**src/rtl/mux_pipe_n1.sv**
```systemverilog
// Pipelined N:1 multiplexer tree with valid tracking, stall and flush.
// Each stage resolves STAGE_LEVELS select bits (LSB first) and registers the surviving lanes.
module mux_pipe_n1 #(
    parameter int WIDTH        = 64,
    parameter int N            = 16,
    parameter int STAGE_LEVELS = 2
) (
    input  logic                 clk,
    input  logic                 reset_n,
    input  logic [N*WIDTH-1:0]   in,
    input  logic [$clog2(N)-1:0] sel,
    input  logic                 in_valid,
    input  logic                 en,
    input  logic                 flush,
    output logic [WIDTH-1:0]     out,
    output logic                 out_valid
);

    localparam int L   = $clog2(N);
    localparam int LAT = (L + STAGE_LEVELS - 1) / STAGE_LEVELS;

    for (genvar s = 0; s < LAT; s++) begin : g_stage
        localparam int LO   = s * STAGE_LEVELS;
        localparam int NL   = (L - LO < STAGE_LEVELS) ? (L - LO) : STAGE_LEVELS;
        localparam int NIN  = N >> LO;
        localparam int NOUT = NIN >> NL;
        localparam int SIN  = L - LO;
        localparam int SOUT = SIN - NL;

        logic [NIN*WIDTH-1:0]  din;
        logic [SIN-1:0]        sin;
        logic                  vin;
        logic [NOUT*WIDTH-1:0] mux_y;
        logic [NOUT*WIDTH-1:0] data_q;
        logic                  valid_q;
        logic                  load;

        if (s == 0) begin : g_src
            assign din = in;
            assign sin = sel;
            assign vin = in_valid;
        end else begin : g_src
            assign din = g_stage[s-1].data_q;
            assign sin = g_stage[s-1].g_sel.q;
            assign vin = g_stage[s-1].valid_q;
        end

        // Level l of this stage halves the lane count using select bit l of the remaining bits.
        for (genvar l = 0; l < NL; l++) begin : g_lvl
            localparam int M = NIN >> (l + 1);
            logic [2*M*WIDTH-1:0] x;
            logic [M*WIDTH-1:0]   y;

            if (l == 0) begin : g_x
                assign x = din;
            end else begin : g_x
                assign x = g_lvl[l-1].y;
            end

            for (genvar j = 0; j < M; j++) begin : g_pair
                assign y[j*WIDTH +: WIDTH] = sin[l] ? x[(2*j+1)*WIDTH +: WIDTH]
                                                    : x[(2*j)*WIDTH +: WIDTH];
            end
        end

        assign mux_y = g_lvl[NL-1].y;

        // Bubbles and flushed slots never overwrite data, so out keeps the last real result.
        assign load = en & vin & ~flush;

        // NOTE: registers use non-blocking assignments so every stage samples its upstream
        // value from before the edge; blocking here would let a request skip stages.
        always_ff @(posedge clk or negedge reset_n) begin
            if (!reset_n) begin
                valid_q <= 1'b0;
            end else if (flush) begin
                valid_q <= 1'b0;
            end else if (en) begin
                valid_q <= vin;
            end
        end

        // NOTE: the data bank is an ordinary register, not a memory, so it is reset with
        // the valid bits to give a deterministic out=0 after reset.
        always_ff @(posedge clk or negedge reset_n) begin
            if (!reset_n) begin
                data_q <= '0;
            end else if (load) begin
                data_q <= mux_y;
            end
        end

        // Unresolved select bits travel alongside their partial results.
        if (SOUT > 0) begin : g_sel
            logic [SOUT-1:0] q;

            always_ff @(posedge clk or negedge reset_n) begin
                if (!reset_n) begin
                    q <= '0;
                end else if (load) begin
                    q <= sin[SIN-1:NL];
                end
            end
        end
    end

    assign out       = g_stage[LAT-1].data_q;
    assign out_valid = g_stage[LAT-1].valid_q;

endmodule

```
**config.mk**
```make
export PLATFORM = sky130hd
export DESIGN_NAME = mux_pipe_n1
export DESIGN_NICKNAME = d
export VERILOG_FILES = /design/src/rtl/mux_pipe_n1.sv
export SDC_FILE = /design/constraint.sdc
export NUM_CORES = 1
export LEC_CHECK = 0
export CORE_AREA = 2 2 426 428
export CTS_BUF_LIST = sky130_fd_sc_hd__clkbuf_4 sky130_fd_sc_hd__clkbuf_8
export DETAILED_ROUTE_END_ITERATION = 7
export DIE_AREA = 0 0 428 430
export PLACE_DENSITY = 0.34
export SYNTH_ARGS = -nofsm -noshare
export SYNTH_HDL_FRONTEND = slang
export SYNTH_SLANG_ARGS = --single-unit
```
**constraint.sdc**
```tcl
create_clock -name clk -period 5.6 [get_ports clk]
set_clock_uncertainty 0.15 [all_clocks]
set_input_delay 0.84 -clock clk [delete_from_list [all_inputs] [get_ports clk]]
set_output_delay 0.84 -clock clk [all_outputs]
set_load 0.005 [all_outputs]
```
Word-level counts from Yosys, hierarchy flattened
Cells that the tools add are included.

$mul: 0. Equality and inequality tests: 0. Muxes and demuxes: 19. Add/subtract/negate cells: 0. Reduce and logical (&&, ||, !) cells: 1. Shift operators: 0. $lt $le $gt $ge: 0. Bitwise logic cells: 5. Div/mod/pow operators: 0.

Operators by type and width (count): 64-bit 2-to-1 mux (15); 1-bit AND (4); 1-bit 2-to-1 mux (4); 2-bit nonzero test (1); 1-bit inverter (1).

Input bits: 1033. Bits in latches: 0. Output and inout port bits: 65. Memories: 0. Register bits: 324. Memory bits (read-only): 0. RAM bits: 0.

Logic depth before layout (Yosys ltp)
Gate-level depths: netlist (run 1).

Depth after elaboration: 2. Gate-level depth with buffers: 5. Depth with buffers taken out: 2.

Worst setup path after synthesis (run 1)
Ideal clock, no wire load.

Path type: input-to-reg. Start point: input port sel[0]. End point: register g_stage[0].data_q[10]. Stages on the path: 4. Library setup time: 0.125 ns. Data required time: 5.325 ns. Slack: 3.312 ns. Path buffers: 2. Arrival time: 2.014 ns. Cell sequence: buf_6 buf_2 mux4_2 mux2_2.

Word-level cells in the longest chain between the ends: 2. Elaborated cells between the ends (all ways): 3. Those cells by class: mux (3).

Ends and longest elaborated chain: start, declared (RTL line 11) `input logic [$clog2(N)-1:0] sel,`; 64-bit 2-to-1 mux (RTL line 61) `assign y[j*WIDTH +: WIDTH] = sin[l] ? x[(2*j+1)*WIDTH +: WIDTH]`; 64-bit 2-to-1 mux * (RTL line 61); end signal, assigned (RTL line 89) `data_q <= mux_y;`; end, declared (RTL line 34) `logic [NOUT*WIDTH-1:0] data_q;`.

Every way passes the cells marked *; elsewhere a longest branch is shown, timed or not. A chain may end at the register's enable or synchronous reset.

Final worst setup path (run 1)
Start point: register g_stage[1].data_q[14], in the netlist out[14]. End point: output port out[14].

RTL lines: start, declared (RTL line 34); start signal, assigned (RTL line 89); end, declared (RTL line 15) `output logic [WIDTH-1:0] out,`.

No word-level cell between the ends.

==> results of run 1 <==
[cells in the mapped netlist]
| master | count |
|---|---|
| buf_2 | 44 |
| nor2_1 | 2 |
| buf_1 | 15 |
| buf_8 | 3 |
| buf_6 | 23 |
| mux4_1 | 5 |
| and3b_1 | 2 |
| buf_4 | 9 |
| mux2_2 | 222 |
| mux4_2 | 315 |
| mux2_4 | 100 |
| clkbuf_1 | 6 |
| buf_12 | 2 |
| mux2i_1 | 2 |
| dfrtp_1 | 324 |
| clkbuf_4 | 5 |
[final timing paths]
check | to | from
max | out[14] | out[14]$_DFFE_PN0P_
min | g_stage[0].data_q[182]$_DFFE_PN0P_ | g_stage[0].data_q[182]$_DFFE_PN0P_
max reg2reg | out[19]$_DFFE_PN0P_ | g_stage[0].g_sel.q[0]$_DFFE_PN0P_
min reg2reg | g_stage[0].data_q[182]$_DFFE_PN0P_ | g_stage[0].data_q[182]$_DFFE_PN0P_
max in group asynchronous | g_stage[0].data_q[102]$_DFFE_PN0P_ | reset_n
min in group asynchronous | out[45]$_DFFE_PN0P_ | reset_n
[stage by stage]
stage	worst slack (ns)	std cells	power [uW]	hold WS, ns
after floorplan	3.312	1079	4869	0.3252
after global placement	2.186	4483	7116	0.3363
after detailed placement	2.198	4483	7137	0.3398
after CTS	2.576	4608	10090	0.3556
after global routing	2.509	4620	10390	0.3615
final	2.766	4625	9804	0.3518
[power by group through the flow]
stage	sequential [uW]	clock, uW	combinational [uW]
after floorplan	3310	0	1560
after global placement	3630	0	3490
after detailed placement	3630	0	3500
after CTS	3600	2960	3530
after global routing	3670	3060	3660
final	3580	2810	3420
[cell type report]
cell class	count	area (um^2)	area share
repair buffers	1142	11460	0.3241
multi-input cells	648	11280	0.3190
flip-flops and latches	324	8115	0.2295
well taps	2370	2965	0.08386
clock buffers	112	1398	0.03952
clock inverters	12	101.3	0.002866
diodes	17	42.54	0.001203
[layer usage]
metal	share of wire	wire, um	vias to the layer above	global-route usage
met1	0.40	54050	8601	0.1728
met4	0.023	3034	50	0.03773
met2	0.49	65140	722	0.2331
li1	-	-	6770	-
met3	0.083	11120	180	0.05190
met5	0.0023	314	-	0
[cell families after synthesis]
kind of cell	Yosys count	share of synthesized area
buf+inv	107	0.03717
flops	324	0.4028
mux	644	0.5588
simple gates	4	0.001244
[registers in the layout, indices dropped and copies added (netlist names)]
signal           flops
g_stage.valid_q      1
g_stage.data_q     256
out                 64
g_stage.g_sel.q      2
out_valid            1
[repair_timing]
item | in CTS | in global routing
resized for setup | 0 | 0
hold buffers | 1 | 0
hold endpoints to repair | 12 | 0
==> impl_metrics.yaml, run 1 <==
sta:
  finalSetupTns_ns: 0
  setup_viol: 0
  fmax_mhz: 352.9
  finalCritPeriodShare: 0.5061
  slew_headroom: 0.3553
  hold_violations: 0
  rsz0062_at_grt: "no"
  worst_pin_slew_ns: 0.9670
  slew_violations: 0
  fin_crit_ns: 2.834
final_layout:
  fillers: 19149
  finalInstanceArea_um2: 35360
  final_cell_mix: "clkdlybuf4s50_1 (1094), dfrtp_1 (322), mux4_2 (315)"
  layout-drive-gt1-share: 0.3628
  nets: 3217
  layout_commonest_cell: "clkdlybuf4s50_1"
  area.growth.synth_to_final_pct: 75.69
  fin_util: 0.1967
run_status:
  status: "finished clean"
critical_path:
  path_class: "reg -> out"
  ff2ff_setup_slack_ns: 2.86
  worst_setup_path_end_kind: "primary output"
  crit_family: "buffers and inverters"
  worstSetupStartpointType: "flip-flop"
  path_buf_inv: 1
  critPathMaxStageDelay_ns: 0.79
  crit_chain: "clkdlybuf4s50_1"
  cp.depth: 1
  required_ns: 4.61
  crit_fanout: 2
  cp_data_arrival_time_ns: 1.84
  r2r_cells: 3
  cp_slowest_cell: "clkdlybuf4s50_1"
synth:
  synthesis.nets: 2112
  synth-seq-area-share: 0.4028
  synthesis.area_um2: 20130
  synth.largest_area_cell: "dfrtp_1"
  synth.avg_cell_area_um2: 18.65
  yosysTopAreaCellShare: 0.4028
  synth_warnings: 0
  ys_ff_latch: 324
  synth_cell_types: 16
  syn-instance-count: 1079
  synth.area.top_cells: "dfrtp_1 (40%), mux4_2 (35%), mux2_2 (12%)"
cts:
  htreeDepth: 3
  clk-insertion-delay-late_ns: 0.70
  clockRootBuffer: "clkbuf_8"
  cts_sinks: 324
  cts_setup_buffers: 0
  cts.clk_slew.worst_paths_ns: 0.07
  cts_buffer_depth: 3
  cts_tree: "yes"
  numCtsBuffers: 68
pwr:
  switching_power_uw: 2946
  comb_power_share: 0.349
  p_clk_frac: 0.287
  switching_share: 0.3005
  ir_drop_uv: 132.4
  seq_power_share: 0.365
  p_leak_uw: 0.01285
  power.internal_uw: 6857
  powerDensity_nw_per_um2: 277.2
route:
  vias_per_cell: 3.529
  dr.pass1.iters: 7
  ant_nets: 0
  wl_per_cell_um: 28.90
  drtIter0Drc: 822
  route.detailed.drc: 0
  wl_um: 133700
  vias: 16323
worst_hold_path:
  min_path_type: "reg -> reg"
  hold_path_depth: 1
grt:
  grt_pass1_wl_um: 175400
  gr-total-overflow: 0
  first_global_vias: 18119
  grtUsageTotal: 0.1413
  grt_max_degree: 98
  antenna_found_initial: 87
floorplan:
  core_area_um2: 179800
  die_w_um: 428
  die_y_um: 430
  ioPinCount: 1098
  die-area_um2: 184000
  num_rows: 156
  initial_core_util: 0.1120
placement:
  dpl_cell_area_um2: 33810
  hpwl_um: 113300
  gp_congestion: 0.8949
  port_buffers: 1097
run:
  maxCapViolations: 0
No activity file was read; power rests on OpenSTA's default activity.
==> inputs of run 2 (changes only) <==
- CORE_AREA: 2 2 426 428 -> 2 2 425 427
- DIE_AREA: 0 0 428 430 -> 0 0 427 429
- PLACE_DENSITY: 0.34 -> 0.35
- clock period: 5.6 -> 2.3 ns (I/O delays scaled with it)
==> run 2 against run 1 <==
Effect of this change: register-to-register slack got worse by 2.5 ns; non-clock buffer count is 62 higher; critical endpoint is now out[17]; first-iteration DRC count rose by 18%; flip-flop and latch count unchanged; clock-buffer cell count shrank 7.
==> impl_metrics.yaml, run 2 (same netlist as run 1, synthesis figures left out) <==
critical_path:
  critPathMaxStageDelay_ns: 0.55
  startpoint: "out[17]$_DFFE_PN0P_"
  cp_slowest_cell: "clkdlybuf4s50_1"
  worst_setup_path_end_kind: "primary output"
  rr_startpoint: "g_stage[0].g_sel.q[0]$_DFFE_PN0P_"
  path_class: "reg -> out"
  path_buf_inv: 1
  crit_fanout: 2
  cp_data_arrival_time_ns: 1.68
  crit_chain: "clkdlybuf4s50_1"
  required_ns: 1.80
  crit_family: "buffers and inverters"
  worstSetupStartpointType: "flip-flop"
placement:
  port_buffers: 1097
  placed_cells: 4530
  gp_congestion: 0.9172
  dpl_cell_area_um2: 34560
  hpwl_um: 115500
cts:
  cts_tree: "yes"
  clk-insertion-delay-late_ns: 0.70
  cts_buffer_depth: 3
  numCtsBuffers: 68
  cts.clk_slew.worst_paths_ns: 0.06
  clockRootBuffer: "clkbuf_8"
  cts_sinks: 324
  htreeDepth: 3
grt:
  gr-total-overflow: 0
  first_global_vias: 18627
  grt_max_degree: 53
  grt_pass1_wl_um: 175000
  grtUsageTotal: 0.1421
  antenna_found_initial: 64
final_layout:
  final_cell_mix: "clkdlybuf4s50_1 (1073), dfrtp_1 (319), mux4_2 (315)"
  fin_util: 0.2026
  largest_register: "g_stage.data_q"
  area.growth.synth_to_final_pct: 79.23
  nets: 3279
  finalInstanceArea_um2: 36080
  layout-drive-gt1-share: 0.3812
  instances_no_fill: 4675
  layout_commonest_cell: "clkdlybuf4s50_1"
  largest_reg_flops: 256
pwr:
  ir_drop_uv: 251.1
  powerDensity_nw_per_um2: 661.5
  power_uw: 23860
  p_leak_uw: 0.01331
floorplan:
  die_w_um: 427
  initial_core_util: 0.1131
  num_rows: 155
  core_area_um2: 178000
  ioPinCount: 1098
  die-area_um2: 183200
  die_y_um: 429
sta:
  worst_pin_slew_ns: 0.6187
  hold_violations: 0
  setup_viol: 0
  slew_headroom: 0.5876
  slew_violations: 0
  fin_crit_ns: 2.175
  finalCritPeriodShare: 0.9459
  holdWs_ns: 0.06522
  fmax_mhz: 459.7
route:
  route.detailed.drc: 0
  ant_nets: 0
  vias_per_cell: 3.570
  dr.pass1.iters: 5
  vias: 16689
  wl_um: 134100
  wl_per_cell_um: 28.69
  drtIter0Drc: 966
worst_hold_path:
  min_path_type: "in -> async"
run:
  maxCapViolations: 0
run_status:
  status: "finished clean"
-- run 2: worst reg2reg max path, delay by kind of cell, from the launching register on --
family	cells	cell delay, ns
buf+inv	2	0.43
mux	2	0.86
flops	1	0.44
-- run 2: report_power, final --
part	switching [uW]	internal, uW	total, uW
sequential	1320	7350	8660
combinational	3060	5450	8510
clock	2880	3810	6690
total	7250	16600	23900
-- run 2: per-stage QoR --
step	TNS [ns]	setup WS [ns]
after detailed placement	-2.358	-0.06635
after global placement	-6.362	-0.07725
final	0	0.1245
after CTS	0	0.006805
after floorplan	0	0.5067
after global routing	-0.02336	-0.01110
-- run 2: cell type report --
type,count,area [um^2]
antenna,22,55.05
clock buffer,105,1333
clock inverter,17,128.9
fill,18938,142000
multi-input combinational,648,11280
sequential,324,8119
tap,2355,2947
timing repair buffer,1204,12210
-- run 2: final timing paths --
path	endpoint	depth (start not counted)	slack, ns
worst max-delay path	out[17]	1	0.12
worst min-delay path	g_stage[0].data_q[105]$_DFFE_PN0P_	2	0.07
worst max register to register	out[11]$_DFFE_PN0P_	4	0.32
worst min register to register	g_stage[0].data_q[213]$_DFFE_PN0P_	1	0.35
max in group asynchronous	g_stage[0].data_q[193]$_DFFE_PN0P_	3	1.17
min in group clk	g_stage[0].g_sel.q[0]$_DFFE_PN0P_	2	0.12
-- run 2: repair_timing --
action / 4_1_cts / 5_1_grt
setup endpoints to repair: 19 / 4
buffers inserted: 0 / 0
hold endpoints to repair: 324 / 0
gates resized for setup: 19 / 4
hold buffers: 1 / 0
pin swaps: 0 / 0
-- run 2: metal layers --
layer  global-route usage  routed length [um]  up-vias
li1                     -                   -     6906
met1               0.1766               56000     8934
met2               0.2384               66410      698
met3              0.04520                9431      135
met4              0.02979                2203       16
met5             0.005291                  92        -
